## src/rtl/simmem_rank_scheduler.sv

```systemverilog
// simmem_rank_scheduler: arbitrates write/read beat requests onto one rank with a row-buffer cost model
module simmem_rank_scheduler #(
  parameter int IidWidth          = 6,
  parameter int AddrWidth         = 32,
  parameter int RowBufferLenWidth = 10,
  parameter int DelayWidth        = 6,
  parameter int RowHitCost        = 2,
  parameter int ActivationCost    = 3,
  parameter int PrechargeCost     = 4,
  parameter int StarveLimit       = 4,
  parameter int RowCloseIdle      = 16
) (
  input  logic                 clk_i,
  input  logic                 rst_ni,
  input  logic                 w_req_valid_i,
  output logic                 w_req_ready_o,
  input  logic [IidWidth-1:0]  w_req_iid_i,
  input  logic [AddrWidth-1:0] w_req_addr_i,
  input  logic                 r_req_valid_i,
  output logic                 r_req_ready_o,
  input  logic [IidWidth-1:0]  r_req_iid_i,
  input  logic [AddrWidth-1:0] r_req_addr_i,
  output logic                 done_valid_o,
  output logic                 done_is_write_o,
  output logic [IidWidth-1:0]  done_iid_o,
  output logic                 busy_o,
  output logic                 row_open_o
);
  localparam int RowW = AddrWidth - RowBufferLenWidth;
  localparam int StW  = $clog2(StarveLimit + 1);
  localparam int IdW  = $clog2(RowCloseIdle + 2);
  localparam logic [0:0] IDLE = 1'b0;
  localparam logic [0:0] BUSY = 1'b1;
  localparam logic [DelayWidth-1:0] CostHit    = DelayWidth'(RowHitCost);
  localparam logic [DelayWidth-1:0] CostClosed = DelayWidth'(RowHitCost + ActivationCost);
  localparam logic [DelayWidth-1:0] CostMiss   = DelayWidth'(RowHitCost + ActivationCost + PrechargeCost);
  localparam logic [StW-1:0] StarveMax = StW'(StarveLimit);
  localparam logic [IdW-1:0] CloseAt   = IdW'(RowCloseIdle == 0 ? 0 : RowCloseIdle - 1);

  if (RowHitCost + ActivationCost + PrechargeCost >= (1 << DelayWidth) || RowHitCost < 1 || StarveLimit < 1) begin : g_bad_cfg
    $error("simmem_rank_scheduler: invalid cost/starve configuration");
  end

  logic [0:0]            state_q;
  logic [DelayWidth-1:0] cnt_q;
  logic [IidWidth-1:0]   iid_q;
  logic                  side_w_q;
  logic                  row_open_q;
  logic [RowW-1:0]       open_row_q;
  logic                  last_served_w_q;
  logic [StW-1:0]        w_starve_q;
  logic [StW-1:0]        r_starve_q;
  logic [IdW-1:0]        idle_cnt_q;

  logic [RowW-1:0]       w_row;
  logic [RowW-1:0]       r_row;
  logic [DelayWidth-1:0] w_cost;
  logic [DelayWidth-1:0] r_cost;
  logic                  idle;
  logic                  any_valid;
  logic                  sel_w;
  logic                  accept;
  logic                  row_close;
  logic                  unused_addr;

  assign w_row       = w_req_addr_i[AddrWidth-1:RowBufferLenWidth];
  assign r_row       = r_req_addr_i[AddrWidth-1:RowBufferLenWidth];
  assign unused_addr = ^{w_req_addr_i[RowBufferLenWidth-1:0], r_req_addr_i[RowBufferLenWidth-1:0]};
  assign w_cost      = !row_open_q ? CostClosed : (w_row == open_row_q ? CostHit : CostMiss);
  assign r_cost      = !row_open_q ? CostClosed : (r_row == open_row_q ? CostHit : CostMiss);
  assign idle        = state_q == IDLE;
  assign any_valid   = w_req_valid_i || r_req_valid_i;
  assign accept      = idle && any_valid;
  // Write wins when alone, when starved, on lower cost, or on a tie after a read was last served.
  assign sel_w       = w_req_valid_i && (!r_req_valid_i || w_starve_q >= StarveMax ||
                       (r_starve_q < StarveMax && (w_cost < r_cost || (w_cost == r_cost && !last_served_w_q))));
  assign w_req_ready_o = accept && sel_w;
  assign r_req_ready_o = accept && !sel_w;
  assign row_close   = idle && !any_valid && row_open_q && RowCloseIdle != 0 && idle_cnt_q == CloseAt;
  assign done_valid_o    = state_q == BUSY && cnt_q == '0;
  assign done_is_write_o = side_w_q;
  assign done_iid_o      = iid_q;
  assign busy_o          = state_q == BUSY;
  assign row_open_o      = row_open_q;

  // Rank FSM, busy countdown and row-buffer state.
  always_ff @(posedge clk_i or negedge rst_ni) begin
    if (!rst_ni) begin
      state_q         <= IDLE;
      cnt_q           <= '0;
      iid_q           <= '0;
      side_w_q        <= 1'b0;
      row_open_q      <= 1'b0;
      open_row_q      <= '0;
      last_served_w_q <= 1'b0;
    end else if (accept) begin
      state_q         <= BUSY;
      cnt_q           <= (sel_w ? w_cost : r_cost) - DelayWidth'(1);
      iid_q           <= sel_w ? w_req_iid_i : r_req_iid_i;
      side_w_q        <= sel_w;
      row_open_q      <= 1'b1;
      open_row_q      <= sel_w ? w_row : r_row;
      last_served_w_q <= sel_w;
    end else if (!idle) begin
      cnt_q   <= cnt_q == '0 ? cnt_q : cnt_q - DelayWidth'(1);
      state_q <= cnt_q == '0 ? IDLE : BUSY;
    end else if (row_close) begin
      row_open_q <= 1'b0;
    end
  end

  // Starvation counters: winner clears, a valid loser counts up to the limit.
  always_ff @(posedge clk_i or negedge rst_ni) begin
    if (!rst_ni) begin
      w_starve_q <= '0;
      r_starve_q <= '0;
    end else if (accept) begin
      w_starve_q <= sel_w ? '0 : (w_req_valid_i && w_starve_q != StarveMax ? w_starve_q + StW'(1) : w_starve_q);
      r_starve_q <= !sel_w ? '0 : (r_req_valid_i && r_starve_q != StarveMax ? r_starve_q + StW'(1) : r_starve_q);
    end
  end

  // Idle counter that closes an open row after a quiet stretch.
  always_ff @(posedge clk_i or negedge rst_ni) begin
    if (!rst_ni) idle_cnt_q <= '0;
    else if (!idle || any_valid) idle_cnt_q <= '0;
    else if (row_open_q) idle_cnt_q <= row_close ? '0 : idle_cnt_q + IdW'(1);
  end
endmodule

```

## config.mk

```make
export PLATFORM = sky130hd
export DESIGN_NAME = simmem_rank_scheduler
export DESIGN_NICKNAME = d
export VERILOG_FILES = /design/src/rtl/simmem_rank_scheduler.sv
export SDC_FILE = /design/constraint.sdc
export NUM_CORES = 1
export LEC_CHECK = 0
export ABC_CLOCK_PERIOD_IN_PS = 5400
export CORE_MARGIN = 3
export CORE_UTILIZATION = 64
export DETAILED_ROUTE_END_ITERATION = 10
export DONT_BUFFER_PORTS = 1
export PLACE_DENSITY = 0.81
export SKIP_LAST_GASP = 1
export SYNTH_ARGS = -nofsm -noshare
export SYNTH_HDL_FRONTEND = slang
export SYNTH_SLANG_ARGS = --single-unit
```

## constraint.sdc

```tcl
create_clock -name clk_i -period 5.4 [get_ports clk_i]
set_input_delay 1.08 -clock clk_i [delete_from_list [all_inputs] [get_ports clk_i]]
set_output_delay 1.08 -clock clk_i [all_outputs]
set_load 0.03 [all_outputs]
```

==> results.sh <==
export IMPL_run_status="completed"
export IMPL_p_leak_uw=0.001442
export IMPL_area_growth_pct=5.360
export IMPL_cts_buffers=5
export IMPL_antenna_cells=0
export IMPL_grt_pass1_wl_um=9777
export IMPL_crit_arrival_ps=3510
export IMPL_dr_total_vias=2171
export IMPL_die_h_um=72.71
export IMPL_antenna_found_initial=0
export IMPL_cts_hold_buf=0
export IMPL_fin_crit_ps=4589
export IMPL_cp_start_kind="input port"
export IMPL_path_class="input port to output port"
export IMPL_period_share_pct=84.98
export IMPL_routed_wl_um=6091
export IMPL_synth_edf_count=0
export IMPL_clk_pin_slew_ps=100
export IMPL_core_area_um2=4144
export IMPL_cts_setup_buffers=0
export IMPL_power_density_nw_per_um2=502.1
export IMPL_worstPathRequired_ps=4320
export IMPL_netlist_area_um2=2848
export IMPL_crit_chain="xor2_1, nor4_1, nand4_1, nor4_4, nand2b_1, ha_1, a21oi_1, a21oi_2, o21ai_2, and3_1"
export IMPL_grt_max_degree=49
export IMPL_r2r_start="open_row_q[6]$_DFFE_PN0P_"
export IMPL_die_area_um2=5286
export IMPL_reg2reg_depth=17
export IMPL_cp_top_family="simple AND/OR/NAND/NOR gates"
export IMPL_start_util_pct=68.72
export IMPL_syn_nets=371
export IMPL_slew_headroom_pct=57.48
export IMPL_finalSetupTns_ps=0
export IMPL_fin_nets=369
export IMPL_portBuffers=0
export IMPL_irDropWorstVdd_uv=288.7
export IMPL_grt_pass1_vias=2114
export IMPL_syn_avg_cell_area_um2=10.13
export IMPL_drv_cap=0
export IMPL_ys_seq_area_share_pct=42.18
export IMPL_final_util_pct=72.40
export IMPL_yosysWarnings=0
export IMPL_regToRegSetupSlack_ps=1490
export IMPL_wl_per_cell_um=18.46
export IMPL_hold_class="input port to asynchronous set/reset pin"
export IMPL_drt_iter0_markers=254
export IMPL_worst_path_buf_inv=0
export IMPL_rows=23
export IMPL_synthFlopType="dfrtp_1"
export IMPL_rsz0062_at_grt="no"
export IMPL_hold_viol=0
export IMPL_synth_seq_cells=48
export IMPL_place_congestion=0.8309
export IMPL_finClkSkew_ps=9.365
export IMPL_cp_end_kind="output port"
export IMPL_slowest_delay_ps=440
export IMPL_synth_distinct_cells=47
export IMPL_clock_path_buffers=2
export IMPL_drive_above_1_share_pct=8.214
export IMPL_cts_root_buf="clkbuf_8"
export IMPL_finalSetupViolations=0
export IMPL_tightest_slew_ps=635.1
export IMPL_ys_async_sr_fraction_pct=100.0
export IMPL_dp_hpwl_um=4321
export IMPL_antenna_left=0
export IMPL_grt_usage_pct=23.64
export IMPL_crit_start="r_req_addr_i[16]"
export IMPL_cts_sinks=48
export IMPL_synth_cells=281
export IMPL_ios=92
export IMPL_cts_resized=0
export IMPL_drtPass1Iterations=6
export IMPL_drc=0
export IMPL_dieWidth_um=72.71
export IMPL_cp_slowest_cell="and3_1"
export IMPL_via_per_inst=6.579
export IMPL_fmax_mhz=217.9
export IMPL_insertion_delay_ps=310
export IMPL_htreeDepth=2
export IMPL_worstPathMaxFanout=5
export IMPL_slew_viol_final=0
export IMPL_cts_tree="yes"
export IMPL_rr_endpoint="cnt_q[2]$_DFFE_PN0P_"
export IMPL_grt_overflow=0
## where the power goes
part	switching, uW	internal, uW
registers	188	499
clock network	129	140
logic	277	274
total	595	912
## worst reg2reg max path, stage by stage (launching register included)
cell,delay (ps)
dfrtp_1,420
xor2_1,170
nor4_1,380
nand4_1,210
nor4_4,300
nand2b_1,160
ha_1,250
a21oi_1,210
a21oi_2,90
o21ai_2,260
and2_1,230
mux2i_2,350
nor2b_1,100
ha_1,220
xnor2_1,130
nand2_1,60
o21ai_0,80
a22o_1,190
## cell type report
class	instances	area, um^2
tap	50	62.56
multi-input combinational	184	1456
inverter	36	135.1
sequential	48	1201
timing repair buffer	4	30.03
clock inverter	3	46.29
fill	320	1144
clock buffer	5	68.82
## cells in the final DEF (no fill, tap or decap), types with 3 or more instances in the layout
| cell | synthesis | layout |
|---|---|---|
| dfrtp_1 | 48 | 48 |
| nor4_1 | 8 | 8 |
| a21oi_1 | 4 | 3 |
| buf_4 | 0 | 4 |
| inv_1 | 35 | 35 |
| a222oi_1 | 28 | 28 |
| nor2b_1 | 3 | 3 |
| o21ai_0 | 9 | 9 |
| nand2_1 | 14 | 14 |
| ha_1 | 10 | 10 |
| nand3_1 | 6 | 6 |
| nor2_1 | 10 | 10 |
| nand2b_1 | 4 | 4 |
| clkbuf_8 | 0 | 5 |
| nand4_1 | 5 | 5 |
| xor2_1 | 38 | 38 |
| nor3_1 | 3 | 3 |
| xnor2_1 | 9 | 9 |
## cell usage after synthesis (2+ instances only)
cell       n  area, um^2
o21ai_2    2       17.52
clkbuf_1   9       33.78
ha_1      10       125.1
nor2_1    10       37.54
nand2_1   14       52.55
xor2_1    38       332.8
nand2b_1   4       25.02
nor3_1     3       15.01
dfrtp_1   48        1201
a22o_1     2       17.52
inv_1     35       131.4
xnor2_1    9       78.83
and2_1     2       12.51
nand4_1    5       31.28
nor2b_1    3       18.77
o21ai_0    9       45.04
nor4_1     8       50.05
nand3_1    6       30.03
a21o_1     2       15.01
buf_6      2       22.52
mux2_2     2       22.52
and3_1     2       12.51
a21oi_1    4       20.02
a222oi_1  28       280.3
buf_2      2       10.01
## metrics by stage
stage	hold WS (ps)	std cells	total power, uW	worst slack [ps]	area, um^2
floorplan	466.8	281	1129	1004	2848
global placement	490.3	322	1216	871.9	2885
detailed placement	494.1	322	1240	793.5	2885
CTS	441.9	330	1513	800.2	3000
global route	434.2	330	1611	660.8	3000
finish	451.5	330	1507	811.1	3000
## cells by family (layout without fill, tap and decap cells)
kind of cell	Yosys count	count (layout)	synth area share [%]
XOR/XNOR	47	47	14.46
AO/OA/AOI/OAI	57	57	16.96
flip-flops	48	48	42.18
buffers and inverters	49	48	7.074
AND/OR/NAND/NOR	66	66	13.31
multiplexers	4	4	1.626
adder cells (fa/ha/maj)	10	10	4.394
## sequential cells by signal, summed over array words and instances (netlist names)
register	cells
busy_o	1
cnt_q	6
done_iid_o	6
idle_cnt_q	5
last_served_w_q	1
open_row_q	22
r_starve_q	3
row_open_o	1
w_starve_q	3
## metal layers
| layer | routed length [um] | GRT usage, % | share of wire (%) |
|---|---|---|---|
| met1 | 2531 | 31.18 | 42 |
| met4 | 101 | 6.967 | 1.7 |
| met3 | 647 | 7.851 | 11 |
| met5 | 0 | 0 | 0 |
| met2 | 2811 | 37.17 | 46 |
## worst max path at each step
| stage | slack (ps) | to | cells past startpoint |
|---|---|---|---|
| finish | 810 | w_req_ready_o | 10 |
| global route | 660 | w_req_ready_o | 10 |
| floorplan | 1000 | r_req_ready_o | 11 |
| CTS | 800 | w_req_ready_o | 10 |
| global placement | 870 | w_req_ready_o | 10 |
| detailed placement | 790 | w_req_ready_o | 10 |
Note: power is estimated with default switching activity, not from simulation.
